<file path="src/rtl/pe_pkg.sv">
// Shared types, default sizes and the saturating accumulate helper for the vector PE.
package pe_pkg;

  localparam int unsigned DefLanes = 4;
  localparam int unsigned DefDw    = 8;
  localparam int unsigned DefAccW  = 32;
  localparam int unsigned DefCntW  = 16;

  typedef logic signed [DefDw-1:0]   operand_t;
  typedef logic signed [DefAccW-1:0] acc_t;

  // Adds prod to acc and range-checks the sum against a signed acc_w-bit accumulator.
  // Returns {ovf, result}; the caller keeps the low acc_w bits, which gives wrap when
  // sat_en is low and the clamped bound when it is high. Supports acc_w up to 63.
  function automatic logic [64:0] sat_add(input logic signed [63:0] acc,
                                          input logic signed [63:0] prod,
                                          input int unsigned        acc_w,
                                          input logic               sat_en);
    logic signed [63:0] sum;
    logic signed [63:0] max_v;
    logic signed [63:0] min_v;
    logic signed [63:0] res;
    logic               ovf;
    sum   = acc + prod;
    max_v = (64'sd1 <<< (acc_w - 1)) - 64'sd1;
    min_v = -max_v - 64'sd1;
    ovf   = (sum > max_v) || (sum < min_v);
    res   = sum;
    if (ovf && sat_en) begin
      res = (sum > max_v) ? max_v : min_v;
    end
    return {ovf, res};
  endfunction

endpackage

</file>
<file path="src/rtl/pe_vec_if.sv">
// Operand stream, weight-load controls, forwarded copies and results of one vector PE.
interface pe_vec_if
  import pe_pkg::*;
#(
  parameter int unsigned LANES = DefLanes,
  parameter int unsigned DW    = DefDw,
  parameter int unsigned ACC_W = DefAccW,
  parameter int unsigned CNT_W = DefCntW
);
  logic [LANES*DW-1:0]    a_in;
  logic                   a_valid;
  logic [LANES*DW-1:0]    b_in;
  logic                   load_weight;
  logic                   swap_weight;
  logic                   clr;
  logic [LANES*DW-1:0]    a_out;
  logic                   a_valid_out;
  logic                   load_weight_out;
  logic                   swap_weight_out;
  logic [LANES*ACC_W-1:0] acc;
  logic [LANES-1:0]       sat_flag;
  logic [CNT_W-1:0]       beat_cnt;

  modport master (
    output a_in, a_valid, b_in, load_weight, swap_weight, clr,
    input  a_out, a_valid_out, load_weight_out, swap_weight_out, acc, sat_flag, beat_cnt
  );

  modport slave (
    input  a_in, a_valid, b_in, load_weight, swap_weight, clr,
    output a_out, a_valid_out, load_weight_out, swap_weight_out, acc, sat_flag, beat_cnt
  );
endinterface

</file>
<file path="src/rtl/pe_mac_lane.sv">
// One MAC lane: shadow/active weights, multiplier, optional product register,
// saturating or wrapping accumulator and sticky overflow flag.
module pe_mac_lane
  import pe_pkg::*;
#(
  parameter int unsigned DW    = DefDw,
  parameter int unsigned ACC_W = DefAccW,
  parameter int unsigned PIPE  = 1,
  parameter int unsigned SAT   = 1
) (
  input  logic                    clk,
  input  logic                    rst_n,
  input  logic signed [DW-1:0]    a,
  input  logic signed [DW-1:0]    b,
  input  logic                    load_weight,
  input  logic                    swap_weight,
  input  logic                    clr,
  input  logic                    acc_en,
  output logic signed [ACC_W-1:0] acc,
  output logic                    sat_flag
);

  logic signed [DW-1:0]    shadow_q;
  logic signed [DW-1:0]    active_q;
  logic signed [2*DW-1:0]  prod_c;
  logic signed [2*DW-1:0]  prod_s;
  logic signed [ACC_W-1:0] acc_q;
  logic                    sat_q;
  logic                    ovf;
  logic signed [63:0]      sum_w;
  logic                    unused_sum_hi;

  assign prod_c = a * active_q;

  // Weight banks: swap copies the pre-edge shadow, so load+swap together is well defined
  always_ff @(posedge clk or negedge rst_n) begin
    if (!rst_n) begin
      shadow_q <= '0;
      active_q <= '0;
    end else begin
      if (load_weight) shadow_q <= b;
      if (swap_weight) active_q <= shadow_q;
    end
  end

  if (PIPE != 0) begin : g_pipe
    logic signed [2*DW-1:0] prod_q;
    // Product register; the weight is bound at issue, so later swaps cannot touch it
    always_ff @(posedge clk or negedge rst_n) begin
      if (!rst_n) prod_q <= '0;
      else        prod_q <= prod_c;
    end
    assign prod_s = prod_q;
  end else begin : g_comb
    assign prod_s = prod_c;
  end

  assign {ovf, sum_w}  = sat_add(64'(acc_q), 64'(prod_s), ACC_W, SAT != 0);
  assign unused_sum_hi = ^sum_w[63:ACC_W];

  // Accumulator and sticky flag; clr beats any landing product
  always_ff @(posedge clk or negedge rst_n) begin
    if (!rst_n) begin
      acc_q <= '0;
      sat_q <= 1'b0;
    end else if (clr) begin
      acc_q <= '0;
      sat_q <= 1'b0;
    end else if (acc_en) begin
      acc_q <= sum_w[ACC_W-1:0];
      if (ovf) sat_q <= 1'b1;
    end
  end

  assign acc      = acc_q;
  assign sat_flag = sat_q;

endmodule

</file>
<file path="src/rtl/pe_vec.sv">
// Vector systolic PE: LANES MAC lanes sharing one activation stream, with
// one-hop forwarding of activations and weight controls and a beat counter.
module pe_vec
  import pe_pkg::*;
#(
  parameter int unsigned LANES = DefLanes,
  parameter int unsigned DW    = DefDw,
  parameter int unsigned ACC_W = DefAccW,
  parameter int unsigned PIPE  = 1,
  parameter int unsigned SAT   = 1,
  parameter int unsigned CNT_W = DefCntW
) (
  input logic     clk,
  input logic     rst_n,
  pe_vec_if.slave bus
);

  logic [LANES*DW-1:0]           a_out_q;
  logic                          a_valid_q;
  logic                          load_q;
  logic                          swap_q;
  logic [CNT_W-1:0]              cnt_q;
  logic                          acc_en;
  logic [LANES-1:0][ACC_W-1:0]   acc_v;
  logic [LANES-1:0]              sat_v;

  // Forward activations and weight controls one hop, ungated
  always_ff @(posedge clk or negedge rst_n) begin
    if (!rst_n) begin
      a_out_q   <= '0;
      a_valid_q <= 1'b0;
      load_q    <= 1'b0;
      swap_q    <= 1'b0;
    end else begin
      a_out_q   <= bus.a_in;
      a_valid_q <= bus.a_valid;
      load_q    <= bus.load_weight;
      swap_q    <= bus.swap_weight;
    end
  end

  if (PIPE != 0) begin : g_pv
    logic pv_q;
    // Valid bit of the product stage; a beat issued alongside clr never enters it
    always_ff @(posedge clk or negedge rst_n) begin
      if (!rst_n) pv_q <= 1'b0;
      else        pv_q <= bus.a_valid & ~bus.clr;
    end
    assign acc_en = pv_q;
  end else begin : g_nopv
    assign acc_en = bus.a_valid;
  end

  // Count accumulated beats, holding at all-ones
  always_ff @(posedge clk or negedge rst_n) begin
    if (!rst_n) begin
      cnt_q <= '0;
    end else if (bus.clr) begin
      cnt_q <= '0;
    end else if (acc_en && (cnt_q != '1)) begin
      cnt_q <= cnt_q + CNT_W'(1);
    end
  end

  for (genvar i = 0; i < LANES; i++) begin : g_lane
    pe_mac_lane #(
      .DW    (DW),
      .ACC_W (ACC_W),
      .PIPE  (PIPE),
      .SAT   (SAT)
    ) u_lane (
      .clk         (clk),
      .rst_n       (rst_n),
      .a           (bus.a_in[i*DW +: DW]),
      .b           (bus.b_in[i*DW +: DW]),
      .load_weight (bus.load_weight),
      .swap_weight (bus.swap_weight),
      .clr         (bus.clr),
      .acc_en      (acc_en),
      .acc         (acc_v[i]),
      .sat_flag    (sat_v[i])
    );
  end

  assign bus.a_out           = a_out_q;
  assign bus.a_valid_out     = a_valid_q;
  assign bus.load_weight_out = load_q;
  assign bus.swap_weight_out = swap_q;
  assign bus.acc             = acc_v;
  assign bus.sat_flag        = sat_v;
  assign bus.beat_cnt        = cnt_q;

endmodule

</file>
<file path="src/flat_wrapper.sv">
// flat-port wrapper written by rule: the top's interface ports become plain ports
module pe_vec_flat import pe_pkg::*;
#(
  parameter int unsigned LANES = DefLanes,
  parameter int unsigned DW    = DefDw,
  parameter int unsigned ACC_W = DefAccW,
  parameter int unsigned PIPE  = 1,
  parameter int unsigned SAT   = 1,
  parameter int unsigned CNT_W = DefCntW
)
  (clk, rst_n, bus_a_in, bus_a_valid, bus_b_in, bus_load_weight, bus_swap_weight, bus_clr, bus_a_out, bus_a_valid_out, bus_load_weight_out, bus_swap_weight_out, bus_acc, bus_sat_flag, bus_beat_cnt);
  pe_vec_if #(.LANES(LANES), .DW(DW), .ACC_W(ACC_W), .CNT_W(CNT_W)) bus_i ();
  input logic clk;
  input logic rst_n;
  input wire logic [$bits(bus_i.a_in)-1:0] bus_a_in;
  input wire logic [$bits(bus_i.a_valid)-1:0] bus_a_valid;
  input wire logic [$bits(bus_i.b_in)-1:0] bus_b_in;
  input wire logic [$bits(bus_i.load_weight)-1:0] bus_load_weight;
  input wire logic [$bits(bus_i.swap_weight)-1:0] bus_swap_weight;
  input wire logic [$bits(bus_i.clr)-1:0] bus_clr;
  output wire logic [$bits(bus_i.a_out)-1:0] bus_a_out;
  output wire logic [$bits(bus_i.a_valid_out)-1:0] bus_a_valid_out;
  output wire logic [$bits(bus_i.load_weight_out)-1:0] bus_load_weight_out;
  output wire logic [$bits(bus_i.swap_weight_out)-1:0] bus_swap_weight_out;
  output wire logic [$bits(bus_i.acc)-1:0] bus_acc;
  output wire logic [$bits(bus_i.sat_flag)-1:0] bus_sat_flag;
  output wire logic [$bits(bus_i.beat_cnt)-1:0] bus_beat_cnt;
  assign bus_i.a_in = bus_a_in;
  assign bus_i.a_valid = bus_a_valid;
  assign bus_i.b_in = bus_b_in;
  assign bus_i.load_weight = bus_load_weight;
  assign bus_i.swap_weight = bus_swap_weight;
  assign bus_i.clr = bus_clr;
  assign bus_a_out = bus_i.a_out;
  assign bus_a_valid_out = bus_i.a_valid_out;
  assign bus_load_weight_out = bus_i.load_weight_out;
  assign bus_swap_weight_out = bus_i.swap_weight_out;
  assign bus_acc = bus_i.acc;
  assign bus_sat_flag = bus_i.sat_flag;
  assign bus_beat_cnt = bus_i.beat_cnt;
  pe_vec #(.LANES(LANES), .DW(DW), .ACC_W(ACC_W), .PIPE(PIPE), .SAT(SAT), .CNT_W(CNT_W)) u_core (.clk(clk), .rst_n(rst_n), .bus(bus_i));
endmodule
</file>
<file path="config.mk">
export PLATFORM = sky130hd
export DESIGN_NAME = pe_vec_flat
export DESIGN_NICKNAME = d
export VERILOG_FILES = /design/src/rtl/pe_pkg.sv /design/src/rtl/pe_vec_if.sv /design/src/rtl/pe_mac_lane.sv /design/src/rtl/pe_vec.sv /design/src/flat_wrapper.sv
export SDC_FILE = /design/constraint.sdc
export NUM_CORES = 1
export LEC_CHECK = 0
export ABC_CLOCK_PERIOD_IN_PS = 4300
export CAP_MARGIN = 20
export CORE_UTILIZATION = 35
export CTS_CLUSTER_DIAMETER = 80
export DETAILED_ROUTE_END_ITERATION = 10
export GPL_ROUTABILITY_DRIVEN = 0
export PLACE_DENSITY = 0.58
export SYNTH_ARGS = -nofsm -noshare
export SYNTH_HDL_FRONTEND = slang
export SYNTH_HIERARCHICAL = 1
export SYNTH_SLANG_ARGS = --single-unit
</file>
<file path="constraint.sdc">
create_clock -name clk -period 4.3 [get_ports clk]
set_input_delay 0.86 -clock clk [delete_from_list [all_inputs] [get_ports clk]]
set_output_delay 0.86 -clock clk [all_outputs]
set_load 0.005 [all_outputs]
</file>
# ---- Yosys cells after proc, flatten, opt, wreduce, memory -nomap -nowiden
# Cells that the tools add are included.
dict set report op_classes {
  multipliers 4
  addsub 5
  bitwise 2
  n_eq_ne 1
  n_reduce_logical 15
  n_lt_le_gt_ge 8
  n_mux 30
}
# operator count
set op_table {}
lappend op_table {{2-to-1 mux 32 bit} 16}
lappend op_table {{adder 32 x 16 -> 33 bit} 4}
lappend op_table {{> comparator 33 x 32 -> 1 bit (second input constant)} 4}
lappend op_table {{less-than comparator 33 x 32 -> 1 bit (second input constant)} 4}
lappend op_table {{multiplier 8 x 8 -> 16 bit} 4}
lappend op_table {{2-to-1 mux 16 bit} 2}
lappend op_table {{adder 16 x 1 -> 16 bit (second input constant)} 1}
lappend op_table {{inequality test 16 bit (second input constant)} 1}
lappend op_table {{2-to-1 mux 1 bit} 12}
lappend op_table {{nonzero test 2 bit} 6}
lappend op_table {{AND reduction 2 bit} 4}
lappend op_table {{logical OR 1 bit} 4}
lappend op_table {{bitwise AND 1 bit} 1}
lappend op_table {{logical AND 1 bit} 1}
lappend op_table {{inverter 1 bit} 1}
dict set report word_totals {
  wordCells 91
  output_inout_bits 183
  in_bits 70
  register_bits 312
}

# ---- Depth between registers and ports, before layout
dict set report depth {
  ltp_word 6
  depth_mapped 19
  mapped_depth_nobuf 19
}

# ---- Modules after synthesis
# Netlist, hierarchy kept.
# module n_inst area_per_inst_um2 seq_area_each_um2 cells_per_inst
set modules_own_cells {}
lappend modules_own_cells {{pe_mac_lane at u_core.g_lane[3].u_lane} 1 6785.3 1626.6 740}
lappend modules_own_cells {{pe_mac_lane at u_core.g_lane[1].u_lane} 1 6547.5 1626.6 674}
lappend modules_own_cells {{pe_mac_lane at u_core.g_lane[0].u_lane} 1 6540.0 1626.6 700}
lappend modules_own_cells {{pe_mac_lane at u_core.g_lane[2].u_lane} 1 6538.8 1626.6 736}
lappend modules_own_cells {pe_vec 1 1835.5 1301.2 132}

# ---- Worst setup path before layout
# Ideal clock, no wire load.
dict set report synth_path {
  path_type {input-to-reg}
  start {input port bus_a_in[9]}
  end {register u_core.g_lane[1].u_lane.g_pipe.prod_q[14]}
  required_ps 4174
  n_path_buf 0
  cell_stages 18
  setup_ps 126
  slack_ps -768
  arrival_ps 4941
  path_cell_list {and2_1 -> fa_1 -> inv_1 -> fa_1 -> inv_1 -> fa_1 -> inv_1 -> fa_1 -> inv_1 -> ha_1 -> o21ai_0 -> a21boi_0 -> o21ai_0 -> a21boi_0 -> o21ai_0 -> a21boi_0 -> nor4_1 -> a311o_1}
}
dict set report synth_between {
  elab_chain_len 1
}
# item line_no
set synth_rtl {}
lappend synth_rtl {{start, declared} flat_wrapper.sv:15} ;# input wire logic [$bits(bus_i.a_in)-1:0] bus_a_in;
lappend synth_rtl {{multiplier 8 x 8 -> 16 bit} pe_mac_lane.sv:33} ;# assign prod_c = a * active_q;
lappend synth_rtl {{via u_core.g_lane[1].u_lane.prod_c[14]} pe_mac_lane.sv:25} ;# logic signed [2*DW-1:0] prod_c;
lappend synth_rtl {{end signal, assigned} pe_mac_lane.sv:51} ;# else prod_q <= prod_c;
lappend synth_rtl {{end, declared} pe_mac_lane.sv:47} ;# logic signed [2*DW-1:0] prod_q;
# The timed path passes the listed nets, and every way through them passes these cells.
# A chain may end at the register's enable or synchronous reset.

# ---- Worst setup path in the final report
dict set report layout_path {
  start {input port bus_a_in[9]}
  end {register u_core.g_lane[1].u_lane.g_pipe.prod_q[15]}
}
# Same word-level chain as after synthesis.

==> metrics.md <==
| Metric | Value |
|---|---|
| Status | finished, violations left |
| Failing checks | negative setup slack |
| Setup Crit Path Kind | input port to register |
| Area grow syn2layout | 26.3% |
| Nets@finish | approximately 4000 |
| Synthesized area | 28200 um2 |
| All-Layer GR Usage | between 15 and 20% |
| Total wire length | 71500 um |
| Critical Path End Type | register |
| First-pass GRT wire length | 119000 um |
| Die Area | ~82000 um2 |
| Per-cell routed wire length | 15.7 um |
| Crit path from | bus_a_in[9] |
| CP peak stage delay | 550 ps |
| Worst clock skew | 22.7 ps |
| Worst Path Required | 4780 ps |
| Max cap viols | 0 |
| IO Count | ~250 |
| Fin. max-slew vios | 0 |
| Syn_area_per_cell | 9.47 um2 |
| Fin. Hold Viols | 0 |
| Mapped Nets | between 3000 and 4000 |
| CP dominant cell by count | inv_2 |
| Clk buf depth | 3 |
| Sequential share of the synthesized area | 27.6% |
| Hold-fix buffers, CTS | 0 |
| Total core area | ~79000 um2 |
| Synthesized netlist cell count | 2982 |
| Share of the synthesized area in the top cell type | 27.6% |
| CTS tree | done |
| WHS | 370 ps |
| Die boundary height | 286 um |
| Vias per cell | 4.95 |
| Vias | 22500 |
| Cell with the most instances after synthesis | inv_1 |
| Rel. slew slack | between 30% and 40% |
| Worst-margin pin slew | 1020 ps |
| Port Buf Inserts | 252 |
| VDD IR max | 0.391 mV |
| First drt pass iteration count | 5 |
| Cell Rows | 103 |
| RSZ-0062 raised after global routing | true |
| Fmax | 222 MHz |
| Crit path DAT | around 5000 ps |
| Clk Latency, worst-skew pair | 570 ps |
| HPWL after DPL | between 50000 and 60000 um |
| Largest delay share family, worst path | adder cells |
| Synth Flop Type | dfrtp_1 |
| Tmin final | 4500 ps |
| Dpl ws | -1170 ps |
| Initial antenna violation count | 6 |
| Cell Chain, Critical Path | buf_2, and2_4, fa_1, inv_2, fa_1, inv_2, fa_1, inv_2, fa_1, inv_2, ha_4, buf_6, inv_2, o21ai_2, a21oi_2, nor2b_2, o2111ai_2, nand3_2, o41a_1, xnor2_1 |
| Async S/R FF share, synth | 100% |
| Post-synth EDFFs | 0 |
| Width of the die | 286 um |
| Synth unique cells | ~110 |
| Worst setup SP type | input port |
| Hold Crit Class | input port to asynchronous set/reset pin |
| Grt total ovfl | 0 |
| Lkg Pwr | ~17 nW |
| Clock sinks | 312 |
| Clk root buf | clkbuf_16 |
| Final period utilization | 105% |
| Worst-path clk slew | 60 ps |
| Power Total | about 30 mW |
| Number of global-route vias before repair | 23300 |
| Largest net degree at the start of global routing | a little over 100 |
| Initial Util | 35.6% |
| Yosys Warn Count | 6 |
| Reg-to-reg critical path startpoint | u_core/g_lane[1].u_lane/active_q[6]$_DFFE_PN0P_ |
| Layout cell share with drive strength beyond 1 | a little under a fifth |
| Post-DRT Antenna Nets | 0 |
| Top cells by count, synth | inv_1, dfrtp_1, nand2_1, ha_1, fa_1 |
| Slowest CP cell | fa_1 |
| Final setup viols | 6 |
| Iteration-0 DRC Markers | 706 |
| PD cells | 837 nW/um2 |
| Flop and latch count out of synthesis | around 310 |
| Crit path buf inv count | 7 |
| Top cell type by total area after synthesis | dfrtp_1 |
| CTS Buf Count | 45 |
| H-tree levels | 2 |
| Worst setup margin | -195 ps |
| CP max FO | 7 |
| Synth top area cells | dfrtp_1, fa_1, ha_1 |
| Post-route DRC | 0 |
## final cells by class
cell class	count	area (um2)
Timing Repair Buffer	509	4440
Inverter	366	1370
Antenna cell	1	2.50
Clock inverter	19	233
Clock buffer	63	1270
Fill cell	7843	43700
Sequential cell	312	7820
Tap cell	1050	1310
Multi-Input combinational cell	2224	19200
## cells by family (layout without fill, tap and decap cells)
| logic type | count (synthesis) | after routing | synth area share, % |
|---|---|---|---|
| simple gates | 866 | 866 | 15.3 |
| compound gates | 666 | 666 | 16.4 |
| fa+ha+maj | 470 | 470 | 26.8 |
| buf+inv | 446 | 957 | 6.28 |
| flops | 312 | 312 | 27.6 |
| xor+xnor | 157 | 157 | 4.97 |
| mux | 65 | 65 | 2.57 |
| other cells | 0 | 1 | 0 |
## through the flow
step	TNS (ps)	instances	utilization, %	cell area, um2
2_1_floorplan	-2030	2982	-	28400
4_1_cts	-882	4527	44.4	35300
6_report	-666	4544	44.9	35700
3_3_place_gp	-23330	4414	42.1	33400
5_1_grt	-2310	4544	44.9	35700
3_5_place_dp	-24950	4414	42.1	33400
## state kept, by name (all words and copies together), names as in the netlist
name and count:
u_core/g_lane.u_lane/acc 128, u_core/g_lane.u_lane/g_pipe.prod_q 64, u_core/bus.a_out 32, u_core/g_lane.u_lane/active_q 32
u_core/g_lane.u_lane/shadow_q 32, u_core/bus.beat_cnt 16, u_core/g_lane.u_lane/sat_flag 4, u_core/acc_en 1
u_core/bus.a_valid_out 1, u_core/bus.load_weight_out 1, u_core/bus.swap_weight_out 1
## what timing repair did
item | CTS | global route
endpoints found under the setup margin | 22 | 19
resized for setup | 148 | 114
pin swaps | 65 | 102
buffers inserted | 29 | 16
hold endpoints to repair | 0 | 0
cloned | 2 | 0
## report_power, final
part           switching, mW  total (mW)  leakage, nW  internal [mW]
logic                   10.8        21.4         12.2           10.6
clock network           1.47        3.78        0.732           2.31
registers              0.749        4.65         3.92           3.90
total                   13.1        29.9         16.8           16.8
## worst paths after layout
| path | to | slack, ps | cells after the start |
|---|---|---|---|
| min in group clk | u_core/g_lane[0].u_lane/active_q[7]$_DFFE_PN0P_ | 490 | 2 |
| hold / removal | u_core/g_lane[3].u_lane/acc[26]$_DFFE_PN0P_ | 370 | 1 |
| setup / recovery | u_core/g_lane[1].u_lane/g_pipe.prod_q[15]$_DFF_PN0_ | -200 | 20 |
| hold reg to reg | u_core/g_lane[0].u_lane/active_q[7]$_DFFE_PN0P_ | 490 | 2 |
| setup reg to reg | u_core/g_lane[1].u_lane/g_pipe.prod_q[15]$_DFF_PN0_ | -140 | 19 |
| max in group asynchronous | u_core/g_lane[3].u_lane/acc[0]$_DFFE_PN0P_ | 2980 | 3 |
## layout by cell type, fill, tap and decap left out, types with 21 or more instances in the layout
cell type          n
xnor2_1          113
a21o_1            64
and2_4            26
buf_2             21
nand3_1           41
clkdlybuf4s50_1  216
nand2b_1          41
and2_1           158
o21ai_0          105
nor2_1           160
o211ai_1          39
a31oi_1           30
mux2_2            61
nand4_1           21
ha_1             229
buf_4            234
inv_2             27
o21ai_2           38
a221o_1           29
xor2_1            41
inv_1            339
nor3_1            33
a21oi_1          144
clkbuf_16         46
nand2_1          272
dfrtp_1          299
fa_1             213
## worst register-to-register path: cells and delay by family (launching register included)
family | cells | cell delay (ps)
DFF | 1 | 400
and+or+nand+nor | 3 | 320
xor gates and xnor gates | 1 | 190
AOI/OAI and AO/OA | 4 | 800
buffers and inverters | 6 | 330
adders and majority gates | 5 | 2320
## routing by layer
metal,GRT usage (%),up-vias,wire (um),part of all wire (%)
met4,4.28,6,1500,2.1
met3,4.14,92,4140,5.8
li1,-,11100,-,-
met2,29.8,375,33400,47
met1,22.7,10900,32500,45
met5,0,-,35,0.049
Note: power is estimated with default switching activity, not from simulation.
